--- src/rtl/pe_drv_pkg.sv ---
// Shared types and fixed-point/latency constants for the PE driver.
// Imported by pe_driver and pe_drv_addr_gen.
package pe_drv_pkg;
    localparam int FL_IN   = 7;   // activation fraction bits
    localparam int FL_WE   = 12;  // coefficient fraction bits
    localparam int PE_LAT  = 3;   // PE operand-to-accumulator latency
    localparam int MEM_LAT = 1;   // operand memory read latency

    typedef enum logic [2:0] {
        IDLE,
        SET,
        RUN,
        DRAIN,
        OUT
    } state_t;
endpackage

--- src/rtl/pe_drv_addr_gen.sv ---
// Pair counter and operand memory read sequencing for the PE driver.
// Reads start on the SET cycle so data lands exactly in each RUN cycle.
module pe_drv_addr_gen
    import pe_drv_pkg::*;
#(
    parameter int LEN_W = 10
) (
    input  logic             clk,
    input  logic             rst_n,
    input  logic             launch,
    input  logic             run,
    input  logic [LEN_W-1:0] len,
    output logic             mem_rd,
    output logic [LEN_W-1:0] mem_addr,
    output logic             last_pair
);
    logic [LEN_W-1:0] len_q;
    logic [LEN_W-1:0] pair_cnt;

    always_ff @(posedge clk) begin
        if (!rst_n) begin
            len_q    <= '0;
            pair_cnt <= '0;
            mem_rd   <= 1'b0;
            mem_addr <= '0;
        end else if (launch) begin
            len_q    <= len;
            pair_cnt <= '0;
            mem_rd   <= (len != '0);
            mem_addr <= '0;
        end else begin
            // Strobe stays up for exactly len cycles: SET plus all but the last RUN cycle.
            if (mem_rd) begin
                if (mem_addr + LEN_W'(1) < len_q) begin
                    mem_addr <= mem_addr + LEN_W'(1);
                end else begin
                    mem_rd   <= 1'b0;
                    mem_addr <= '0;
                end
            end
            if (run) pair_cnt <= pair_cnt + LEN_W'(1);
        end
    end

    assign last_pair = run && (pair_cnt == len_q - LEN_W'(1));
endmodule

--- src/rtl/pe_driver.sv ---
// Sequencer driving one PE through set/accumulate/drain and returning nnout.
// Optional PE_DRV_RELU_EN clamps negative results to zero at capture.
module pe_driver
    import pe_drv_pkg::*;
#(
    parameter int COFF_W = 16,
    parameter int NNIN_W = 16,
    parameter int LEN_W  = 10
) (
    input  logic              clk,
    input  logic              rst_n,
    input  logic              start,
    input  logic [LEN_W-1:0]  len,
    input  logic [COFF_W-1:0] bias_in,
    output logic              busy,
    output logic [LEN_W-1:0]  mem_addr,
    output logic              mem_rd,
    input  logic [COFF_W-1:0] coff_rdata1,
    input  logic [COFF_W-1:0] coff_rdata2,
    input  logic [NNIN_W-1:0] nnin_rdata1,
    input  logic [NNIN_W-1:0] nnin_rdata2,
    output logic              pe_set,
    output logic              pe_en,
    output logic [COFF_W-1:0] pe_bias,
    output logic [COFF_W-1:0] pe_coff1,
    output logic [COFF_W-1:0] pe_coff2,
    output logic [NNIN_W-1:0] pe_nnin1,
    output logic [NNIN_W-1:0] pe_nnin2,
    input  logic [NNIN_W-1:0] pe_nnout,
    output logic              res_valid,
    input  logic              res_ready,
    output logic [NNIN_W-1:0] res_data
);
    localparam int DW = $clog2(PE_LAT);
    localparam logic [DW-1:0] DRAIN_LAST = DW'(PE_LAT - 1);

    state_t            state;
    logic              len_zero;
    logic [DW-1:0]     drain_cnt;
    logic              launch;
    logic              last_pair;
    logic [NNIN_W-1:0] cap_val;

    assign launch = (state == IDLE) && start;

    pe_drv_addr_gen #(.LEN_W(LEN_W)) u_addr_gen (
        .clk       (clk),
        .rst_n     (rst_n),
        .launch    (launch),
        .run       (state == RUN),
        .len       (len),
        .mem_rd    (mem_rd),
        .mem_addr  (mem_addr),
        .last_pair (last_pair)
    );

    // pe_en is high exactly in RUN, so it doubles as the operand gate.
    assign pe_coff1 = pe_en ? coff_rdata1 : '0;
    assign pe_coff2 = pe_en ? coff_rdata2 : '0;
    assign pe_nnin1 = pe_en ? nnin_rdata1 : '0;
    assign pe_nnin2 = pe_en ? nnin_rdata2 : '0;

`ifdef PE_DRV_RELU_EN
    assign cap_val = pe_nnout[NNIN_W-1] ? '0 : pe_nnout;
`else
    assign cap_val = pe_nnout;
`endif

    always_ff @(posedge clk) begin
        if (!rst_n) begin
            state     <= IDLE;
            busy      <= 1'b0;
            len_zero  <= 1'b0;
            drain_cnt <= '0;
            pe_set    <= 1'b0;
            pe_en     <= 1'b0;
            pe_bias   <= '0;
            res_valid <= 1'b0;
            res_data  <= '0;
        end else begin
            case (state)
                IDLE: if (start) begin
                    state    <= SET;
                    busy     <= 1'b1;
                    len_zero <= (len == '0);
                    pe_set   <= 1'b1;
                    pe_bias  <= bias_in;
                end
                SET: begin
                    pe_set    <= 1'b0;
                    pe_bias   <= '0;
                    drain_cnt <= '0;
                    if (len_zero) begin
                        state <= DRAIN;
                    end else begin
                        state <= RUN;
                        pe_en <= 1'b1;
                    end
                end
                RUN: if (last_pair) begin
                    pe_en <= 1'b0;
                    state <= DRAIN;
                end
                DRAIN: begin
                    drain_cnt <= drain_cnt + DW'(1);
                    // Last DRAIN edge coincides with the PE clearing its accumulator.
                    if (drain_cnt == DRAIN_LAST) begin
                        res_data  <= cap_val;
                        res_valid <= 1'b1;
                        state     <= OUT;
                    end
                end
                OUT: if (res_ready) begin
                    res_valid <= 1'b0;
                    busy      <= 1'b0;
                    state     <= IDLE;
                end
                default: state <= IDLE;
            endcase
        end
    end
endmodule
--- config.mk ---
export PLATFORM = sky130hd
export DESIGN_NAME = pe_driver
export DESIGN_NICKNAME = d
export VERILOG_FILES = /design/src/rtl/pe_drv_pkg.sv /design/src/rtl/pe_drv_addr_gen.sv /design/src/rtl/pe_driver.sv
export SDC_FILE = /design/constraint.sdc
export NUM_CORES = 1
export LEC_CHECK = 0
export ABC_AREA = 1
export BUFFER_PORTS_ARGS = -buffer_cell sky130_fd_sc_hd__buf_4
export CORE_MARGIN = 1
export CORE_UTILIZATION = 40
export DETAILED_ROUTE_END_ITERATION = 7
export GPL_ROUTABILITY_DRIVEN = 0
export GPL_TIMING_DRIVEN = 0
export PLACE_DENSITY = 0.73
export REMOVE_ABC_BUFFERS = 1
export SLEW_MARGIN = 20
export SYNTH_ARGS = -nofsm -noshare
export SYNTH_HDL_FRONTEND = slang
export SYNTH_SLANG_ARGS = --single-unit
--- constraint.sdc ---
create_clock -name clk -period 3.1 [get_ports clk]
set_clock_uncertainty 0.15 [all_clocks]
set_input_delay 0.155 -clock clk [delete_from_list [all_inputs] [get_ports clk]]
set_output_delay 0.155 -clock clk [all_outputs]
set_load 0.05 [all_outputs]
Yosys cells after proc, flatten, opt, wreduce, memory -nomap -nowiden --
Cells that the tools add are included.
Storage, ports and cells: register bits 73, latch bits 0, RAM bits 0, bits in read-only memories 0, output and inout bits 111, logic and storage cells 74, memories kept 0
Cells by class: add/subtract/negate cells 4, multipliers 0, divide/modulo/power cells 0, magnitude comparators 1, eq/ne operators 11, shifts and indexed selects 0, muxes and demuxes 26, bitwise operators 1, reductions and logical operators 18
Operators by type and width (number):
- $mux 16 | 5
- $pmux 16 s2 | 1
- $add 10x1->10 const B | 2
- $pmux 3 s5 | 1
- $mux 3 | 4
- $eq 10x10->1 | 1
- $logic_not 10->1 | 1
- $lt 10x10->1 | 1
- $mux 10 | 1
- $ne 2x2->1 const B | 5
- $reduce_bool 10->1 | 1
- $reduce_bool 2->1 | 5
- $sub 10x1->10 const B | 1
- $mux 1 | 9
- $reduce_and 3->1 | 3
- $pmux 1 s2 | 4
- $eq 3x2->1 const B | 2
- $reduce_and 2->1 | 3
- $pmux 2 s2 | 1
- $reduce_and 4->1 | 1
- $eq 3x1->1 const B | 1
- $eq 3x3->1 const B | 1
- $logic_not 3->1 | 1
- $add 2x1->2 const B | 1
- 4 further kinds | 5

Logic depth before layout (Yosys ltp) --
Gate-level depths: netlist of the first run.
depth in word-level cells 5, mapped depth 16

Modules after synthesis --
From an unflattened synthesis of the first run, not the netlist that was laid out.
Unflattened totals: cells, all modules 652, area total of the unflattened synthesis 4179.0 um^2
Modules (own cells, without submodules):
- pe_driver | times used 1, cells an instance 351, area each 2199.6 um^2, seq. area each 840.8 um^2
- pe_drv_addr_gen | times used 1, cells an instance 301, area each 1979.4 um^2, seq. area each 620.6 um^2

Worst setup path before layout of the first run --
Ideal clock, no wire load.
kind flip-flop to flip-flop, start point register u_addr_gen.mem_addr[1], end point register u_addr_gen.mem_addr[5], setup time 0.074 ns, arrival time 2.781 ns, required time 2.876 ns, path slack 0.094 ns, stages on the path, launching flop included 15, path buffers 0, clock period less this slack 3.006 ns, cell sequence dfxtp_1 -> inv_1 -> nor4_2 -> nand4_1 -> or2_4 -> o21ai_2 -> nand2_2 -> ha_1 -> nand2_1 -> nor2_1 -> a211oi_1 -> nand4_1 -> nor2_1 -> inv_1 -> o21ai_0
Between the ends: longest elaborated chain between the ends 3
Ends and longest elaborated chain:
- start: declaration | RTL line pe_drv_addr_gen.sv:14 | output logic [LEN_W-1:0] mem_addr,
- start signal: assignment | RTL line pe_drv_addr_gen.sv:35 | mem_addr <= mem_addr + LEN_W'(1);
- $add 10x1->10 * | RTL line pe_drv_addr_gen.sv:34, pe_drv_addr_gen.sv:35
- $lt 10x10->1 | RTL line pe_drv_addr_gen.sv:34 | if (mem_addr + LEN_W'(1) < len_q) begin
- $mux 10 * | RTL line pe_drv_addr_gen.sv:34
Mark *: on every way between the ends. The rest lies on a longest branch, timed or not. A chain may end at the register's enable or synchronous reset.

Worst setup path after layout of the first run --
Same ends and word-level chain as after synthesis.

==> results of run 1 <==
==> worst min-delay path by stage <==
stage | start | cells after the start | slack [ns] | end
after floorplan | rst_n | 2 | 0.12 | u_addr_gen.mem_rd
after global placement | bias_in[5] | 3 | 0.27 | pe_bias[5]
final | len[2] | 3 | 0.01 | u_addr_gen.len_q[2]
after global routing | len[2] | 3 | 0.08 | u_addr_gen.len_q[2]
after detailed placement | bias_in[9] | 3 | 0.27 | pe_bias[9]
after CTS | len[2] | 3 | 0.01 | u_addr_gen.len_q[2]
==> flip-flops by register name (all words and copies together) (netlist names), 2 cells and up <==
register and cells:
state 3, u_addr_gen.len_q 10, drain_cnt 2, res_data 16, u_addr_gen.pair_cnt 10, u_addr_gen.mem_addr 10, pe_bias 16
==> cell type report <==
cell class,instances,area share
Clock inverter,7,0.01028
Clock buffer,9,0.01884
Tap cell,133,0.02531
Timing Repair Buffer,272,0.3323
Multi-Input combinational cell,415,0.3180
Inverter,127,0.07250
Sequential cell,73,0.2228
==> per-layer routing <==
metal,vias to the layer above,track usage
li1,2510,-
met1,2170,0.2727
met2,162,0.4318
met3,25,0.05898
met4,0,0.09209
met5,-,0
==> power by group through the flow <==
stage          logic, mW  clock network (mW)  registers [mW]
3_5_place_dp        2.42                   0            1.22
5_1_grt             2.74               0.800            1.22
2_1_floorplan       1.49                   0            1.42
3_3_place_gp        2.33                   0            1.24
6_report            2.51               0.748            1.20
4_1_cts             2.48               0.757            1.20
==> cells in the mapped netlist (5+ instances only) <==
master	n	area, um^2
nand2_1	181	679.4
inv_1	117	439.2
dfxtp_1	73	1461
a21oi_1	59	295.3
nand3_1	52	260.3
nor2_1	25	93.84
o21ai_0	22	110.1
clkbuf_1	20	75.07
ha_1	13	162.7
xor2_1	10	87.58
inv_2	9	33.78
nand4_1	7	43.79
nor3_1	6	30.03
nand2_2	5	31.28
==> logic make-up (layout without fill, tap and decap cells) <==
logic type / count (synthesis) / after routing / share of synthesized area
AO/OA/AOI/OAI: 95 / 95 / 0.1219
flip-flops: 73 / 73 / 0.3570
buffers and inverters: 149 / 415 / 0.1369
XOR/XNOR: 10 / 10 / 0.02139
AND/OR/NAND/NOR: 297 / 297 / 0.3230
adder cells (fa/ha/maj): 13 / 13 / 0.03973
==> stage by stage <==
stage               utilization  total power [mW]  setup TNS, ns  setup slack, ns
floorplan                     -             2.908              0          0.09417
global placement         0.5908             3.571              0           0.1475
detailed placement       0.5937             3.639              0          0.08500
CTS                      0.6629             4.439              0          0.05568
global route             0.6665             4.763       -0.09164         -0.04066
finish                   0.6665             4.460              0           0.2339
==> tightest hold or removal path: cells and delay by family <==
kind	cells	cell delay, ns
compound gates	2	0.25
buf+inv	1	0.08
==> timing repair <==
action / CTS / global route
endpoints found under the hold margin: 48 / 0
buffers inserted: 0 / 2
hold buffers: 49 / 0
setup endpoints to repair: 0 / 10
gates resized for setup: 0 / 5
==> results.txt, run 1 <==
----------------------------------------------------
[Outcome]
  Status ... completed

[STA]
  Count of final hold-check violations ... 0
  Final period demand of the worst path ... 2.866 ns
  Worst hold margin ... 0.01315 ns
  Portion of the clock cycle consumed by the worst path in the final layout ... 0.9245
  Setup-violating endpoint count in the final report ... 0
  Maximum clock frequency ... 348.9 MHz
  Max Slew Vio Count ... 0
  RSZ-0062 raised after global routing ... yes
  Worst-Margin Slew ... 0.7480 ns
  Slew Limit Headroom ... 0.5007

[Die]
  Initial standard-cell utilization of the core ... 0.4150
  Core area ... 0.009864 mm^2
  Die Y-Extent ... 103.2 um
  Count of pins on the block boundary ... 221
  Rows ... 36
  Full die area ... 0.01064 mm^2
  Die Width ... 103.2 um

[Setup path]
  Startpoint of the most critical register-to-register path ... u_addr_gen.mem_addr[1]
  Critical path cell sequence ... inv_1 -> nor4_4 -> nand4_1 -> or2_4 -> o21ai_2 -> nand2_2 -> ha_1 -> nand2_1 -> nor2_1 -> a211oi_1 -> nand4_1 -> nor2_2 -> inv_1 -> o21ai_0
  Minimum setup slack among reg-to-reg paths ... roughly 0.23 ns
  Critical Path Sink ... u_addr_gen.mem_addr[5]
  Reg-to-reg endpoint ... u_addr_gen.mem_addr[5]
  Buf+Inv Stages, Crit Path ... 2
  Data required, critical path ... approximately 3.2 ns
  Startpoint of the worst setup timing path ... u_addr_gen.mem_addr[1]
  Type of element capturing the critical path ... register
  Largest stage delay on the critical path ... between 0.3 and 0.4 ns
  Start-to-end type of the worst setup path ... register to register
  Max Fanout on Critical Path ... 7
  Cell depth of the worst setup path ... 14
  Cell type of the slowest stage on the worst timing path ... dfxtp_1
  Critical path data arrival time ... 3.01 ns
  Worst R2R Path Depth ... 14
  Top delay family on crit path ... simple AND/OR/NAND/NOR gates
  Worst setup SP type ... register

[Clocking]
  Largest buffer count on any clock path ... 2
  CTS clock-pin slew for the worst setup and hold paths ... 0.10 ns
  TritonCTS Buffers ... 9
  Sinks on Clock Net ... 73
  Skew-Pair Late Insertion Delay ... 0.36 ns
  Maximum level of the CTS H-tree ... 3
  Library cell used as clock root buffer ... clkbuf_8
  TritonCTS clock tree ... built

[Power]
  Leakage ... roughly 3.6 nW
  Relative contribution of sequential cells to total power ... 0.270
  Internal Dissipation ... ~2.2 mW
  Peak supply drop ... 0.4035 mV
  Power density over the cells ... just under 700 mW/mm^2
  Portion of total power attributed to the clock network ... 0.168
  Switch Pwr ... 2.291 mW
  Share of power burned in combinational logic ... 0.563
  Switching power as a share of total power ... 0.5137

[Detailed routing]
  # DRC ... 0
  Wire length on met3 ... approximately 930 um
  Routed wire length on met2 ... ~6600 um
  Number of violations reported at the end of detailed-routing iteration 0 ... 120
  Met1 wire length ... approximately 5300 um
  Vias after detailed routing ... between 4k and 5k
  Wirelength per Cell ... around 13 um
  Final wirelength ... approximately 13000 um
  Ratio of routed vias to standard cells ... between 4 and 5
  Number of antenna-violating nets in the routed design ... 0
  TritonRoute pass-1 iters ... 4
  Top layer reached by signal wires ... met4

[Placed design]
  Number of input and output port buffers inserted ... 220
  HPWL Detailed ... 9168 um
  Placed cell areas ... 0.005857 mm^2
  Placed insts ... 969

[Layout]
  Number of standard cells in the final layout excluding fillers ... 1036
  Area growth, synth to finish ... 60.61%
  Footprint of the multi-input gates ... between 0.002 and 0.0025 mm^2
  Footprint of the flip-flops and latches ... between 0.001 and 0.0015 mm^2
  Most frequent cells in the layout ... buf_4 (222), nand2_1 (181), inv_1 (116), dfxtp_1 (70), a21oi_1 (59)
  Number of fill cells ... approximately 830
  NumNets Final ... 1021
  Diodes inserted ... 0
  Most common cell after layout, fill and taps aside ... buf_4
  Share of final-layout standard cells stronger than drive strength 1 ... 0.3068
  Final Cell Area ... 0.006575 mm^2

[GRT]
  Largest net degree at the start of global routing ... 42
  Global-route usage over all layers ... 0.2399
  First-pass GRT wire length ... 20210 um
  Via count of the first global-routing pass ... 4483
  Antenna violations before repair ... 0
  Remaining global-route overflow ... 0

[Synth]
  Library cells used by synthesis ... 35
  Avg Synthesized Cell Area ... 6.427 um^2
  Number of flip-flops and latches in the synthesized netlist ... 73
  Most used DFF post-synth ... dfxtp_1
  Post-Syn Area ... around 0.0041 mm^2
  Post-synthesis cell count ... roughly 640
  Sequential share of the synthesized area ... 0.3570
  Fraction of synthesis flops using an asynchronous set or reset pin ... 0
  Number of synthesis warnings ... 0
  Number of enable flip-flop cells after synthesis ... 0

[Run]
  Max-cap viol count ... 0

[Hold path]
  Hold Crit Class ... input port to register

----------------------------------------------------
Note: power is estimated with default switching activity, not from simulation.
==> inputs of run 2 (changes only) <==
Settings changed: PLACE_DENSITY 0.73 to 0.72, SYNTH_HIERARCHICAL set to 1.
==> run 2 against run 1 <==
Cell count grew 1.2%; critical endpoint is now u_addr_gen/len_q[1]; fmax increased by 5.3%; sequential power barely moved.
==> results.txt, run 2 <==
----------------------------------------------------
[Clocking]
  TritonCTS Buffers ... 9 (unchanged)
  CTS clock-pin slew for the worst setup and hold paths ... 0.09 ns (was 0.10 ns)
  TritonCTS clock tree ... built (unchanged)
  Library cell used as clock root buffer ... clkbuf_8 (unchanged)
  Largest buffer count on any clock path ... 2 (unchanged)
  Number of gates given a new drive strength after cts ... 0 (unchanged)
  Sinks on Clock Net ... 73 (unchanged)
  Skew-Pair Late Insertion Delay ... 0.35 ns (was 0.36 ns)
  Maximum level of the CTS H-tree ... 3 (unchanged)

[Layout]
  Final Cell Area ... 0.006545 mm^2 (was 0.006575 mm^2)
  Core utilization of the finished layout ... 0.6575 (was 0.6665)
  Footprint of the multi-input gates ... 0.002142 mm^2 (was 0.002091 mm^2)
  Diodes inserted ... 0 (unchanged)
  NumNets Final ... 1033 (was 1021)
  Most frequent cells in the layout ... buf_4 (220), nand2_1 (184), inv_1 (117), dfxtp_1 (72), nor2_1 (62) (was buf_4 (222), nand2_1 (181), inv_1 (116), dfxtp_1 (70), a21oi_1 (59))
  Footprint of the flip-flops and latches ... 0.001463 mm^2 (was 0.001465 mm^2)
  Number of standard cells in the final layout excluding fillers ... 1048 (was 1036)
  Number of fill cells ... 860 (was 828)
  Share of final-layout standard cells stronger than drive strength 1 ... 0.2874 (was 0.3068)
  Most common cell after layout, fill and taps aside ... buf_4 (unchanged)
  Area growth, synth to finish ... 56.62% (was 60.61%)
  Largest registers ... pe_bias x16, res_data x16 (unchanged)

[Setup path]
  Largest stage delay on the critical path ... 0.58 ns (was 0.38 ns)
  Startpoint of the most critical register-to-register path ... state[2] (was u_addr_gen.mem_addr[1])
  Cell depth of the worst setup path ... 7 (was 14)
  Critical Path Sink ... u_addr_gen/len_q[1] (was u_addr_gen.mem_addr[5])
  Type of element capturing the critical path ... register (unchanged)
  Buf+Inv Stages, Crit Path ... 2 (unchanged)
  Critical path cell sequence ... nor2_4 -> nand2_4 -> nor2_4 -> inv_1 -> o21ai_0 -> dlygate4sd3_1 -> a21oi_1 (was inv_1 -> nor4_4 -> nand4_1 -> or2_4 -> o21ai_2 -> nand2_2 -> ha_1 -> nand2_1 -> nor2_1 -> a211oi_1 -> nand4_1 -> nor2_2 -> inv_1 -> o21ai_0)
  Critical path data arrival time ... 2.79 ns (was 3.01 ns)
  Cell type of the slowest stage on the worst timing path ... dlygate4sd3_1 (was dfxtp_1)
  Start-to-end type of the worst setup path ... register to register (unchanged)
  Top delay family on crit path ... buffers and inverters (was simple AND/OR/NAND/NOR gates)
  Max Fanout on Critical Path ... 22 (was 7)
  Startpoint of the worst setup timing path ... state[2] (was u_addr_gen.mem_addr[1])
  Worst setup SP type ... register (unchanged)
  CP dominant cell by count ... nor2_4
  Data required, critical path ... 3.17 ns (was 3.24 ns)
  Worst R2R Path Depth ... 7 (was 14)
  Reg-to-reg endpoint ... u_addr_gen/len_q[1] (was u_addr_gen.mem_addr[5])
  Minimum setup slack among reg-to-reg paths ... 0.38 ns (was 0.23 ns)

[Synth]
  Post-synthesis cell count ... 652 (was 637)
  Library cells used by synthesis ... 36 (was 35)
  Number of enable flip-flop cells after synthesis ... 0 (unchanged)
  Top cells by area in the synthesized netlist ... dfxtp_1 (35%), nand2_1 (17%), inv_1 (11%) (was dfxtp_1 (36%), nand2_1 (17%), inv_1 (11%))
  Post-Syn Area ... 0.004179 mm^2 (was 0.004094 mm^2)
  Number of flip-flops and latches in the synthesized netlist ... 73 (unchanged)
  Area share of the largest cell type after synthesis ... 0.3497 (was 0.3570)
  Most common cell in the synthesized netlist ... nand2_1 (unchanged)
  Avg Synthesized Cell Area ... 6.410 um^2 (was 6.427 um^2)
  Sequential share of the synthesized area ... 0.3497 (was 0.3570)
  Number of synthesis warnings ... 6 (was 0)
  Library cell occupying the most area in the post-synthesis netlist ... dfxtp_1 (unchanged)
  Synth cell count leaders ... nand2_1 (184), inv_1 (117), dfxtp_1 (73), nor2_1 (62), a21oi_1 (57) (was nand2_1 (181), inv_1 (117), dfxtp_1 (73), a21oi_1 (59), nand3_1 (52))
  Most used DFF post-synth ... dfxtp_1 (unchanged)
  Fraction of synthesis flops using an asynchronous set or reset pin ... 0 (unchanged)

[STA]
  Slew Limit Headroom ... 0.5011 (was 0.5007)
  Worst hold margin ... 0.1419 ns (was 0.01315 ns)
  Setup-violating endpoint count in the final report ... 0 (unchanged)
  Final period demand of the worst path ... 2.721 ns (was 2.866 ns)
  Worst-Margin Slew ... 0.7484 ns (was 0.7480 ns)
  Portion of the clock cycle consumed by the worst path in the final layout ... 0.8779 (was 0.9245)
  Count of final hold-check violations ... 0 (unchanged)
  RSZ-0062 raised after global routing ... no (was yes)
  Maximum clock frequency ... 367.5 MHz (was 348.9 MHz)
  Max Slew Vio Count ... 0 (unchanged)
  Total Neg Setup Slack ... 0 ns (unchanged)
  Setup ws final ... 0.3786 ns (was 0.2339 ns)

[Placed design]
  HPWL Detailed ... 9781 um (was 9168 um)
  Number of input and output port buffers inserted ... 220 (unchanged)
  Placed insts ... 985 (was 969)
  Pre-CTS setup slack ... 0.5079 ns (was 0.08500 ns)
  Placed cell areas ... 0.005897 mm^2 (was 0.005857 mm^2)

[Die]
  Initial standard-cell utilization of the core ... 0.4198 (was 0.4150)
  Die Y-Extent ... 104.2 um (was 103.2 um)
  Full die area ... 0.01086 mm^2 (was 0.01064 mm^2)
  Count of pins on the block boundary ... 221 (unchanged)
  Rows ... 36 (unchanged)
  Core area ... 0.009955 mm^2 (was 0.009864 mm^2)
  Die Width ... 104.2 um (was 103.2 um)

[Detailed routing]
  Number of violations reported at the end of detailed-routing iteration 0 ... 245 (was 120)
  Wirelength per Cell ... 12.81 um (was 12.64 um)
  # DRC ... 0 (unchanged)
  Vias after detailed routing ... 4900 (was 4867)
  Ratio of routed vias to standard cells ... 4.676 (was 4.698)
  Number of antenna-violating nets in the routed design ... 0 (unchanged)
  TritonRoute pass-1 iters ... 5 (was 4)
  Final wirelength ... 13420 um (was 13100 um)

[Run]
  Max-cap viol count ... 0 (unchanged)

[Outcome]
  Status ... completed (unchanged)

[GRT]
  Global-route usage over all layers ... 0.2433 (was 0.2399)
  Via count of the first global-routing pass ... 4761 (was 4483)
  First-pass GRT wire length ... 21740 um (was 20210 um)
  Antenna violations before repair ... 0 (unchanged)
  Remaining global-route overflow ... 0 (unchanged)
  Largest net degree at the start of global routing ... 44 (was 42)

[Hold path]
  Hold Crit Class ... input port to register (unchanged)

[Power]
  Leakage ... 3.567 nW (was 3.590 nW)
  Power density over the cells ... 656.4 mW/mm^2 (was 678.3 mW/mm^2)
  Peak supply drop ... 0.4067 mV (was 0.4035 mV)
  Total Power ... 4.296 mW (was 4.460 mW)

----------------------------------------------------
==> run 2: power by group <==
part	internal (mW)	switching, mW	total, mW
clock network	0.301	0.397	0.698
logic	0.762	1.63	2.39
registers	1.07	0.144	1.21
==> run 2: routing by layer <==
metal	up-vias	wire length, um	GRT usage
li1	2527	-	-
met1	2182	5703	0.2902
met2	173	6584	0.4229
met3	18	957	0.07018
met4	0	176	0.06939
met5	-	0	0
==> run 2: repair_timing <==
item,CTS,global route
hold buffers,47,0
hold endpoints to repair,46,0
setup buffers,0,0
==> run 2: worst min path at each step <==
stage	startpoint	endpoint	slack, ns	cells past startpoint
after floorplan	rst_n	u_addr_gen/mem_rd	0.13	2
after global placement	bias_in[4]	pe_bias[4]	0.23	3
after detailed placement	bias_in[4]	pe_bias[4]	0.24	3
after CTS	start	pe_bias[13]	0.13	5
after global routing	start	pe_bias[5]	0.17	5
final	start	pe_bias[13]	0.14	5
==> run 2: final cells by class <==
type,instances,area share
well taps,133,0.02543
clock buffers,10,0.01950
repair buffers,268,0.3273
flip-flops and latches,73,0.2235
multi-input cells,437,0.3273
clock inverters,6,0.007647
inverters,121,0.06939
==> run 2: logic make-up (layout without fill, tap and decap cells) <==
logic type,Yosys count,in the layout,share of synthesized area
xor gates and xnor gates,9,9,0.02216
buffers and inverters,142,405,0.1377
DFF,73,73,0.3497
and+or+nand+nor,326,326,0.3395
AOI/OAI and AO/OA,89,89,0.1120
adders and majority gates,13,13,0.03892
==> run 2: tightest hold or removal path: cells and delay by family <==
family	cells	cell delay, ns
buffers and inverters	2	0.20
AO/OA/AOI/OAI	1	0.05
AND/OR/NAND/NOR	2	0.20
